### src/rtl/serial_adder_pkg.sv
// Shared definitions for the bit-serial adder: FSM state type and default width.
package serial_adder_pkg;

  localparam int DEFAULT_WIDTH = 8;

  typedef enum logic [1:0] {
    IDLE = 2'd0,
    RUN  = 2'd1,
    DONE = 2'd2
  } state_t;

endpackage

### src/rtl/full_adder_dataflow.sv
// Single-bit full adder cell in dataflow style.
module full_adder_dataflow (
  output logic sum,
  output logic carry_out,
  input  logic a,
  input  logic b,
  input  logic carry_in
);

  assign sum       = a ^ b ^ carry_in;
  assign carry_out = (a & b) | (carry_in & (a ^ b));

endmodule

### src/rtl/serial_adder.sv
// Bit-serial adder: one operand bit per cycle through a single full-adder cell,
// LSB first, with valid/ready handshakes on both sides.
// Optional macro SERIAL_ADDER_SUB_EN adds a 'sub' input selecting a - b.
module serial_adder
  import serial_adder_pkg::*;
#(
  parameter int WIDTH = DEFAULT_WIDTH
) (
  input  logic             clk,
  input  logic             rst_n,
  input  logic             in_valid,
  output logic             in_ready,
  input  logic [WIDTH-1:0] a,
  input  logic [WIDTH-1:0] b,
  input  logic             carry_in,
`ifdef SERIAL_ADDER_SUB_EN
  input  logic             sub,
`endif
  output logic             out_valid,
  input  logic             out_ready,
  output logic [WIDTH-1:0] sum,
  output logic             carry_out
);

  localparam int CW = (WIDTH > 2) ? $clog2(WIDTH) : 1;

  state_t           r_state;
  state_t           w_state_nxt;
  logic [WIDTH-1:0] r_a;
  logic [WIDTH-1:0] r_b;
  logic [WIDTH-1:0] r_sum;
  logic             r_carry;
  logic             r_cout;
  logic [CW-1:0]    r_cnt;
  logic             w_sum_bit;
  logic             w_cout_bit;
  logic             w_last;
  logic [WIDTH-1:0] w_b_load;
  logic             w_cin_load;

  // Subtraction is a + ~b + 1, so only the loaded b and initial carry differ.
`ifdef SERIAL_ADDER_SUB_EN
  assign w_b_load   = sub ? ~b : b;
  assign w_cin_load = sub ? 1'b1 : carry_in;
`else
  assign w_b_load   = b;
  assign w_cin_load = carry_in;
`endif

  assign w_last    = (r_cnt == CW'(WIDTH - 1));
  assign in_ready  = (r_state == IDLE);
  assign out_valid = (r_state == DONE);
  assign sum       = r_sum;
  assign carry_out = r_cout;

  full_adder_dataflow u_fa (
    .sum      (w_sum_bit),
    .carry_out(w_cout_bit),
    .a        (r_a[0]),
    .b        (r_b[0]),
    .carry_in (r_carry)
  );

  // State register.
  always_ff @(posedge clk or negedge rst_n) begin
    if (!rst_n) r_state <= IDLE;
    else        r_state <= w_state_nxt;
  end

  // Next-state logic: accept in IDLE, count bits in RUN, wait for consumer in DONE.
  always_comb begin
    w_state_nxt = r_state;
    case (r_state)
      IDLE:    if (in_valid)  w_state_nxt = RUN;
      RUN:     if (w_last)    w_state_nxt = DONE;
      DONE:    if (out_ready) w_state_nxt = IDLE;
      default:                w_state_nxt = IDLE;
    endcase
  end

  // Datapath: load operands on accept, then shift one bit per RUN cycle.
  always_ff @(posedge clk or negedge rst_n) begin
    if (!rst_n) begin
      r_a     <= '0;
      r_b     <= '0;
      r_sum   <= '0;
      r_carry <= 1'b0;
      r_cout  <= 1'b0;
      r_cnt   <= '0;
    end else begin
      case (r_state)
        IDLE: begin
          if (in_valid) begin
            r_a     <= a;
            r_b     <= w_b_load;
            r_carry <= w_cin_load;
            r_cnt   <= '0;
          end
        end
        RUN: begin
          r_a     <= r_a >> 1;
          r_b     <= r_b >> 1;
          r_sum   <= {w_sum_bit, r_sum[WIDTH-1:1]};
          r_carry <= w_cout_bit;
          r_cnt   <= r_cnt + CW'(1);
          // carry_out is a separate register so it holds through IDLE
          // while the working carry is reloaded on the next accept.
          if (w_last) r_cout <= w_cout_bit;
        end
        default: ;
      endcase
    end
  end

endmodule

### config.mk
export PLATFORM = sky130hd
export DESIGN_NAME = serial_adder
export DESIGN_NICKNAME = d
export VERILOG_FILES = /design/src/rtl/serial_adder_pkg.sv /design/src/rtl/full_adder_dataflow.sv /design/src/rtl/serial_adder.sv
export SDC_FILE = /design/constraint.sdc
export NUM_CORES = 1
export LEC_CHECK = 0
export ABC_AREA = 1
export CORE_MARGIN = 2
export CORE_UTILIZATION = 50
export DETAILED_ROUTE_END_ITERATION = 10
export PLACE_DENSITY = 0.8
export REMOVE_ABC_BUFFERS = 1
export SYNTH_ARGS = -nofsm -noshare
export SYNTH_HDL_FRONTEND = slang
export SYNTH_SLANG_ARGS = --single-unit
### constraint.sdc
create_clock -name clk -period 1.55 [get_ports clk]
set_clock_uncertainty 0.2 [all_clocks]
set_input_delay 0.31 -clock clk [delete_from_list [all_inputs] [get_ports clk]]
set_output_delay 0.31 -clock clk [all_outputs]
set_load 0.02 [all_outputs]
# After elaboration in Yosys (flattened, before gate mapping)
# Index checks and enable logic that the tools add are counted.
# word_totals
regBits	31
wordCells	36
# op_classes
n_addsub	1
n_eq_ne	6
n_mux	12
bitwise_logic	5
reduce_logical	5
# op_table
cell	n
8-bit case mux with 2 select lines	2
8-bit 2-to-1 mux	2
2-bit 2-to-1 mux	3
2-bit case mux with 3 select lines	1
3-bit case mux with 2 select lines	1
2-bit != test, second input constant	2
2-bit AND reduction	2
3-bit by 1-bit adder with 3-bit output, second input constant	1
3-bit equality test, second input constant	1
3-bit 2-to-1 mux	1
3-bit AND reduction	1
1-bit AND	2
2-bit by 1-bit equality test with 1-bit output, second input constant	1
2-bit equality test, second input constant	1
2-bit zero test	1
2-bit by 1-bit != test with 1-bit output, second input constant	1
1-bit case mux with 2 select lines	1
2-bit nonzero test	1
1-bit XOR	2
1-bit 2-to-1 mux	1
1-bit OR	1

# Logic depth before layout (Yosys ltp)
# Gate-level depths: netlist of the first run.
# logic_depth
ltp_word	4
ltp_mapped	7
mapped_depth_nobuf	6

# Cells and area by module
# A second synthesis of the first run with hierarchy kept.
# unflattened
hier_cells	193
hier_area_um2	1519.0
# by_module_without_submodules
mod	n_inst	cells_per_inst	area_each_um2	seq_area_each_um2
serial_adder	1	192	1498.9	775.7
full_adder_dataflow	1	1	20.0	0.0

# Worst setup path after synthesis of the first run
# OpenSTA, ideal clock, no wires.
# synth_timing
path_kind	register to output
from	register r_state[0]
to	output out_valid
arrival_time_ns	0.999
required_ns	1.040
slack_ns	0.041
path_stages_with_launch	4
n_path_buf	2
path_cell_list	dfrtp_1 > buf_4 > buf_6 > nor2_1
# synth_via
elab_chain_len	1
# synth_lines
element	line_no	source
start: declaration	serial_adder.sv:27	state_t r_state;
start signal: assignment	serial_adder.sv:67	else r_state <= w_state_nxt;
2-bit equality test	serial_adder.sv:52	assign out_valid = (r_state == DONE);
end: declaration	serial_adder.sv:19	output logic out_valid,
# No other way between the ends.

# Worst setup path after layout of the first run
# layout_timing
from	register r_state[1]
to	output in_ready
# layout_via
elab_chain_len	1
# layout_lines
element	line_no	source
2-bit zero test	serial_adder.sv:51	assign in_ready = (r_state == IDLE);
end: declaration	serial_adder.sv:12	output logic in_ready,
# No other way between the ends.

==> impl_metrics.prom, run 1 <==
# TYPE chip_impl_metric gauge
chip_impl_info{name="status",value="completed"} 1
chip_impl_metric{name="route.vias.total",unit=""} 1260
chip_impl_metric{name="power.static_leakage",unit="nW"} 1.117
chip_impl_metric{name="chipWidth",unit="µm"} 59.12
chip_impl_metric{name="vdd_ir_drop_max",unit="mV"} 1.261
chip_impl_info{name="clock_tree_from_tritoncts",value="yes"} 1
chip_impl_metric{name="netlist.area_leader.share",unit="%"} 51.07
chip_impl_metric{name="placed_cells",unit=""} 261
chip_impl_metric{name="timing.hold.ws",unit="ns"} 0.1298
chip_impl_metric{name="antennaDiodeCount",unit=""} 0
chip_impl_info{name="synth_area_leaders",value="sky130_fd_sc_hd__dfrtp_1 (51%), sky130_fd_sc_hd__nand2_1 (20%), sky130_fd_sc_hd__inv_1 (8.4%)"} 1
chip_impl_metric{name="io_buffer_count",unit=""} 31
chip_impl_info{name="timing_worst_setup_path_type",value="reg -> out"} 1
chip_impl_metric{name="final_cells",unit=""} 269
chip_impl_metric{name="yosysUniqueCellTypes",unit=""} 19
chip_impl_metric{name="core_area",unit="mm²"} 0.002829
chip_impl_metric{name="fillers",unit=""} 229
chip_impl_metric{name="route.detailed.wl_per_inst",unit="µm"} 10.67
chip_impl_metric{name="worst-path-max-fanout",unit=""} 3
chip_impl_metric{name="finalWorstPathRequiredPeriod",unit="ns"} 1.540
chip_impl_metric{name="drt_iter0_markers",unit=""} 71
chip_impl_info{name="most_frequent_cell_after_synthesis",value="sky130_fd_sc_hd__nand2_1"} 1
chip_impl_metric{name="timing.final.max_slew_violations",unit=""} 0
chip_impl_info{name="post_synth_most_frequent_cells",value="sky130_fd_sc_hd__nand2_1 (80), sky130_fd_sc_hd__inv_1 (34), sky130_fd_sc_hd__dfrtp_1 (31)"} 1
chip_impl_metric{name="postLayoutCellArea",unit="mm²"} 0.001994
chip_impl_info{name="crit_path_end_kind",value="output pin"} 1
chip_impl_metric{name="synth_enable_flop_cells",unit=""} 0
chip_impl_metric{name="final_antenna_net_count",unit=""} 0
chip_impl_info{name="rsz0062_at_grt",value="yes"} 1
chip_impl_metric{name="setup_failing_eps_final",unit=""} 0
chip_impl_info{name="critical_path.startpoint_type",value="register"} 1
chip_impl_metric{name="num_io_pins",unit=""} 32
chip_impl_metric{name="global_route.usage.met3",unit="%"} 5.895
chip_impl_metric{name="globalRouteTotalUtil",unit="%"} 19.60
chip_impl_metric{name="report.final.hold_viol_count",unit=""} 0
chip_impl_metric{name="fp.dieArea",unit="mm²"} 0.003495
chip_impl_metric{name="max_slew.worst_pin.slew",unit="ns"} 0.2316
chip_impl_metric{name="detail_route.wirelength",unit="µm"} 2871
chip_impl_metric{name="drc_violations_left",unit=""} 0
chip_impl_metric{name="first_global_vias",unit=""} 1163
chip_impl_metric{name="worstSkewPairLatency",unit="ns"} 0.33
chip_impl_metric{name="grt_pass1_wl",unit="µm"} 4961
chip_impl_metric{name="worst_setup_hold_path_clk_slew",unit="ns"} 0.09
chip_impl_metric{name="grt.overflow.total",unit=""} 0
chip_impl_info{name="top_usage_layer",value="met2"} 1
chip_impl_metric{name="grt_antenna_before_repair",unit=""} 0
chip_impl_metric{name="via_per_inst",unit=""} 4.684
chip_impl_metric{name="synthCells",unit=""} 193
chip_impl_metric{name="cap_viol_max_count",unit=""} 0
chip_impl_metric{name="cts_htree_levels",unit=""} 2
chip_impl_info{name="cell_at_the_root_of_the_clock_tree",value="sky130_fd_sc_hd__clkbuf_4"} 1
chip_impl_metric{name="pre_cts_slack",unit="ns"} -0.1007
chip_impl_metric{name="gr_layer_usage_met2",unit="%"} 29.21
chip_impl_info{name="synth-main-ff-cell",value="sky130_fd_sc_hd__dfrtp_1"} 1
chip_impl_metric{name="async_reset_ff_share",unit="%"} 100.0
chip_impl_metric{name="drive_above_1_share",unit="%"} 15.97
chip_impl_metric{name="dieHeight",unit="µm"} 59.12
chip_impl_metric{name="place.detailed.hpwl",unit="µm"} 2053
chip_impl_metric{name="post-layout-total-power",unit="mW"} 3.708
chip_impl_metric{name="met1_usage",unit="%"} 25.65
chip_impl_metric{name="flow.area_growth_from_synthesis",unit="%"} 31.30
chip_impl_metric{name="layout_worst_path_cycle_share",unit="%"} 99.34
chip_impl_metric{name="power.density_cell_area",unit="mW/mm²"} 1859
chip_impl_metric{name="synth_seq_cells",unit=""} 31
chip_impl_metric{name="initial_utilization",unit="%"} 53.69
chip_impl_metric{name="slew-limit-headroom",unit="%"} 84.43
chip_impl_metric{name="worstPathArrival",unit="ns"} 1.03
chip_impl_metric{name="grt_start_max_net_pins",unit=""} 32
chip_impl_metric{name="timing.critical_path.required",unit="ns"} 1.04
chip_impl_metric{name="dpl-instance-area",unit="mm²"} 0.001953
chip_impl_metric{name="cts_inserted_buffers",unit=""} 5
chip_impl_info{name="min_path_type",value="in -> async"} 1
chip_impl_metric{name="post_synth.cell_area_avg",unit="µm²"} 7.870
chip_impl_metric{name="netlist_area_before_placement",unit="mm²"} 0.001519
chip_impl_info{name="netlist.top_cell.by_area",value="sky130_fd_sc_hd__dfrtp_1"} 1
chip_impl_metric{name="drt-pass1-iter-count",unit=""} 4
chip_impl_metric{name="cts_sinks",unit=""} 31
chip_impl_metric{name="globalplace.congestion",unit=""} 0.7364
chip_impl_metric{name="ys_seq_area_share",unit="%"} 51.07
chip_impl_metric{name="yosysWarningCount",unit=""} 0
chip_impl_metric{name="postCtsSetupBuffers",unit=""} 0
chip_impl_metric{name="clockBufferDepth",unit=""} 2
chip_impl_metric{name="worst_setup_slack_after_layout",unit="ns"} 0.01021
chip_impl_metric{name="clock.fmax",unit="MHz"} 649.4
chip_impl_metric{name="nets",unit=""} 261
chip_impl_metric{name="row_count",unit=""} 19
## final cells by class
| type | count | area [µm²] | area share [%] |
|---|---|---|---|
| Sequential cell | 31 | 775.7 | 38.90 |
| Clock buffer | 8 | 68.82 | 3.450 |
| Multi-Input combinational cell | 119 | 543.0 | 27.23 |
| Tap cell | 31 | 38.79 | 1.945 |
| Inverter | 36 | 140.1 | 7.026 |
| Timing Repair Buffer | 44 | 427.9 | 21.46 |
## kinds of logic after synthesis
group	share of synthesized area (%)
compound gates	4.365
fa+ha+maj	2.965
buf+inv	13.34
flops	51.07
simple gates	28.25
## cell usage in the layout, fill, tap and decap left out, drive strengths merged, types with 4 or more instances in the layout
master | netlist | final
nor2 | 4 | 4
buf | 7 | 15
clkdlybuf4s50 | 0 | 20
clkbuf | 0 | 15
nand3 | 17 | 17
dfrtp | 31 | 31
o21ai | 9 | 9
inv | 36 | 36
nand2 | 83 | 83
## flip-flops by register name, summed over array words and instances (netlist names)
| signal | flops |
|---|---|
| r_a | 8 |
| r_b | 8 |
| sum | 8 |
| r_cnt | 3 |
| r_state | 2 |
| carry_out | 1 |
| r_carry | 1 |
## worst max-delay path, cell delays in order, from the launching register on
cell                      delay (ns)
sky130_fd_sc_hd__dfrtp_1        0.42
sky130_fd_sc_hd__nor2_2         0.15
sky130_fd_sc_hd__buf_6          0.13
## where the power goes
part / switching (mW) / total [mW] / internal [mW]
logic: 1.01 / 1.79 / 0.776
clock network: 0.265 / 0.531 / 0.267
registers: 0.213 / 1.39 / 1.18
total: 1.49 / 3.71 / 2.22
## repair_timing
action	CTS	global route
setup endpoints to repair	11	28
gates resized for setup	31	9
pin swaps	0	1
hold buffers	0	0
endpoints found under the hold margin	0	0
## routing by layer
layer / up-vias / wire (µm)
met4: 0 / 74
met3: 6 / 156
li1: 666 / -
met5: - / 0
met1: 560 / 1360
met2: 28 / 1279
## final timing paths
kind	slack, ns	cells past startpoint	startpoint	end
max	0.01	2	r_state[1]$_DFFE_PN0P_	in_ready
min	0.13	2	rst_n	sum[2]$_DFFE_PN0P_
max reg2reg	0.05	6	r_state[0]$_DFFE_PN0P_	sum[6]$_DFFE_PN0P_
min reg2reg	0.29	2	r_b[4]$_DFFE_PN0P_	r_b[4]$_DFFE_PN0P_
max in group asynchronous	0.86	2	rst_n	r_b[0]$_DFFE_PN0P_
min in group clk	0.29	2	r_b[4]$_DFFE_PN0P_	r_b[4]$_DFFE_PN0P_
## metrics by stage
stage / util (%) / setup TNS [ns]
CTS: 71.47 / -0.007574
finish: 70.50 / 0
global placement: 69.04 / -0.1295
floorplan: - / -0.8549
global route: 70.50 / -0.09894
detailed placement: 69.04 / -0.1647
(Power assumes the default switching activity.)
==> inputs of run 2 (changes only) <==
Settings changed: CORE_UTILIZATION 50 to 55, DONT_BUFFER_PORTS from default to 1, MAX_ROUTING_LAYER from default to met4, PLACE_DENSITY 0.8 to 0.71.
==> run 2 against run 1 <==
Effect of this change:
- sequential power grew 12%
- core utilization down 4.3 points
- the run now ends with negative setup slack left
- critical endpoint is now out_valid
- non-clock buffer count down 22
- sequential share of layout area grew 4.8 points
- first-iteration DRC count shrank 31%
==> impl_metrics.prom, run 2 (synthesized netlist as in run 1, its figures left out) <==
# TYPE chip_impl_metric gauge
chip_impl_info{name="status",value="finished with violations"} 1
chip_impl_info{name="violations_in_the_final_reports",value="negative setup slack"} 1
chip_impl_metric{name="worstSkewPairLatency",unit="ns"} 0.32
chip_impl_metric{name="grt_pass1_wl",unit="µm"} 4940
chip_impl_metric{name="timing.critical_path.required",unit="ns"} 1.04
chip_impl_metric{name="layout_worst_path_cycle_share",unit="%"} 101.5
chip_impl_metric{name="antennaDiodeCount",unit=""} 0
chip_impl_info{name="crit_chain",value="inv_2, nor2_1, buf_4"} 1
chip_impl_metric{name="grt.overflow.total",unit=""} 0
chip_impl_metric{name="worstPathArrival",unit="ns"} 1.06
chip_impl_metric{name="worst_setup_hold_path_clk_slew",unit="ns"} 0.09
chip_impl_metric{name="finalWorstPathRequiredPeriod",unit="ns"} 1.574
chip_impl_metric{name="grt_start_max_net_pins",unit=""} 32
chip_impl_metric{name="power.static_leakage",unit="nW"} 1.007
chip_impl_info{name="cell_at_the_root_of_the_clock_tree",value="sky130_fd_sc_hd__clkbuf_4"} 1
chip_impl_metric{name="num_io_pins",unit=""} 32
chip_impl_metric{name="fp.dieArea",unit="mm²"} 0.003198
chip_impl_metric{name="initial_utilization",unit="%"} 56.54
chip_impl_metric{name="vdd_ir_drop_max",unit="mV"} 1.265
chip_impl_metric{name="flow.area_growth_from_synthesis",unit="%"} 17.13
chip_impl_info{name="worstReg2RegStart",value="r_state[1]$_DFFE_PN0P_"} 1
chip_impl_metric{name="clockBufferDepth",unit=""} 2
chip_impl_info{name="hold-path-endpoint",value="r_b[4]$_DFFE_PN0P_"} 1
chip_impl_info{name="rsz0062_at_grt",value="yes"} 1
chip_impl_metric{name="detail_route.wirelength",unit="µm"} 2902
chip_impl_metric{name="hold-path-cell-count",unit=""} 4
chip_impl_metric{name="route.vias.total",unit=""} 1216
chip_impl_metric{name="report.final.hold_viol_count",unit=""} 0
chip_impl_metric{name="via_per_inst",unit=""} 4.943
chip_impl_metric{name="globalplace.congestion",unit=""} 0.7248
chip_impl_metric{name="fillers",unit=""} 238
chip_impl_metric{name="chipWidth",unit="µm"} 56.55
chip_impl_info{name="timing_worst_setup_path_type",value="reg -> out"} 1
chip_impl_metric{name="drt-pass1-iter-count",unit=""} 4
chip_impl_metric{name="row_count",unit=""} 19
chip_impl_metric{name="drive_above_1_share",unit="%"} 11.63
chip_impl_metric{name="first_global_vias",unit=""} 1168
chip_impl_metric{name="max_slew.worst_pin.slew",unit="ns"} 0.2575
chip_impl_info{name="timing.critical_path.max_delay_family",value="flip-flops"} 1
chip_impl_metric{name="worst-path-max-fanout",unit=""} 3
chip_impl_info{name="hold_start",value="b[4]"} 1
chip_impl_info{name="critical_path.startpoint",value="r_state[1]$_DFFE_PN0P_"} 1
chip_impl_info{name="worst_path_max_delay_cell",value="sky130_fd_sc_hd__dfrtp_1"} 1
chip_impl_metric{name="worst_setup_slack_after_layout",unit="ns"} -0.02360
chip_impl_metric{name="io_buffer_count",unit=""} 0
chip_impl_metric{name="grt_antenna_before_repair",unit=""} 0
chip_impl_metric{name="cts_htree_levels",unit=""} 2
chip_impl_info{name="clock_tree_from_tritoncts",value="yes"} 1
chip_impl_metric{name="power.density_cell_area",unit="mW/mm²"} 1894
chip_impl_metric{name="nets",unit=""} 239
chip_impl_metric{name="core_area",unit="mm²"} 0.002686
chip_impl_metric{name="cts_inserted_buffers",unit=""} 5
chip_impl_metric{name="r2r_cells",unit=""} 7
chip_impl_metric{name="cts_sinks",unit=""} 31
chip_impl_metric{name="drc_violations_left",unit=""} 0
chip_impl_info{name="crit-reg2reg-capture",value="r_a[0]$_DFFE_PN0P_"} 1
chip_impl_metric{name="timing.final.max_slew_violations",unit=""} 0
chip_impl_info{name="final_cell_mix",value="sky130_fd_sc_hd__nand2_1 (80), sky130_fd_sc_hd__inv_1 (34), sky130_fd_sc_hd__dfrtp_1 (30)"} 1
chip_impl_info{name="critical_path.startpoint_type",value="register"} 1
chip_impl_metric{name="post-layout-total-power",unit="mW"} 3.369
chip_impl_metric{name="dieHeight",unit="µm"} 56.55
chip_impl_info{name="mostFrequentLayoutCell",value="sky130_fd_sc_hd__nand2_1"} 1
chip_impl_metric{name="setup-tns-final",unit="ns"} -0.04295
chip_impl_metric{name="globalRouteTotalUtil",unit="%"} 21.04
chip_impl_metric{name="cp_num_buf_inv",unit=""} 2
chip_impl_metric{name="setup_failing_eps_final",unit=""} 2
chip_impl_info{name="min_path_type",value="in -> reg"} 1
chip_impl_metric{name="drt_iter0_markers",unit=""} 49
chip_impl_metric{name="cap_viol_max_count",unit=""} 0
chip_impl_metric{name="place.detailed.hpwl",unit="µm"} 1847
chip_impl_metric{name="slew-limit-headroom",unit="%"} 82.84
chip_impl_metric{name="clock.fmax",unit="MHz"} 635.5
chip_impl_metric{name="r2r_setup_slack",unit="ns"} 0.07
chip_impl_metric{name="final_antenna_net_count",unit=""} 0
chip_impl_metric{name="route.detailed.wl_per_inst",unit="µm"} 11.80
chip_impl_info{name="crit_path_end_kind",value="output pin"} 1
chip_impl_metric{name="crit_path_max_incr_delay",unit="ns"} 0.43
==> run 2: cell count changes in the layout (fill, tap and decap cells not counted), moves of 2 or more <==
cell / previous run / this run
sky130_fd_sc_hd__clkbuf_2: 7 / 0
sky130_fd_sc_hd__clkdlybuf4s15_2: 2 / 0
sky130_fd_sc_hd__buf_12: 4 / 2
sky130_fd_sc_hd__clkdlybuf4s50_1: 20 / 0
sky130_fd_sc_hd__buf_4: 9 / 7
sky130_fd_sc_hd__dlygate4sd3_1: 0 / 12
==> run 2: final cells by class <==
cell class	count	area, µm²	area share (%)
multi-input cells	119	543.0	30.52
inverters	36	140.1	7.876
clock inverters	1	5.005	0.2813
well taps	31	38.79	2.180
repair buffers	22	224.0	12.59
clock buffers	6	51.30	2.883
flip-flops and latches	31	777.0	43.67
==> run 2: how the worst max path moves through the flow <==
| stage | to | slack, ns | cells after the start |
|---|---|---|---|
| final | out_valid | -0.02 | 3 |
| after global placement | r_carry$_DFFE_PN0P_ | 0.21 | 5 |
| after detailed placement | r_carry$_DFFE_PN0P_ | 0.15 | 5 |
| after floorplan | carry_out$_DFFE_PN0P_ | -0.17 | 5 |
| after global routing | in_ready | -0.08 | 2 |
| after CTS | in_ready | 0.001 | 2 |
==> run 2: per-stage QoR <==
| step | cell area (µm²) | std cells | utilization, % | hold slack (ns) | setup slack [ns] |
|---|---|---|---|---|---|
| global placement | 1553 | 223 | 57.80 | -0.1848 | 0.2109 |
| finish | 1779 | 246 | 66.23 | 0.005743 | -0.02360 |
| floorplan | 1456 | 186 | - | -0.1856 | -0.1665 |
| global route | 1779 | 246 | 66.23 | 0.007848 | -0.07533 |
| detailed placement | 1553 | 223 | 57.80 | -0.1850 | 0.1478 |
| CTS | 1765 | 245 | 65.72 | 0.0001741 | 0.0009635 |
==> run 2: power by group <==
part | switching, mW | internal [mW]
Combinational | 0.796 | 0.563
Clock | 0.252 | 0.210
Sequential | 0.371 | 1.18
==> run 2: tightest hold or removal path: cells and delay by family <==
kind	cells	cell delay [ns]
buffers and inverters	1	0.02
and+or+nand+nor	3	0.17
==> run 2: repair_timing <==
action / 4_1_cts / 5_1_grt
endpoints found under the setup margin: 2 / 2
buffers inserted: 2 / 1
resized for setup: 1 / 2
pin swaps: 0 / 1
hold endpoints to repair: 41 / 0
hold buffers: 13 / 0
==> run 2: metal layers <==
layer | track usage, % | wire length (µm) | vias to the layer above | share of wire (%)
li1 | - | - | 616 | -
met3 | 7.834 | 164 | 7 | 5.7
met2 | 33.22 | 1450 | 47 | 50
met4 | 8.844 | 55 | 0 | 1.9
met5 | - | 0 | - | 0
met1 | 24.05 | 1232 | 546 | 42
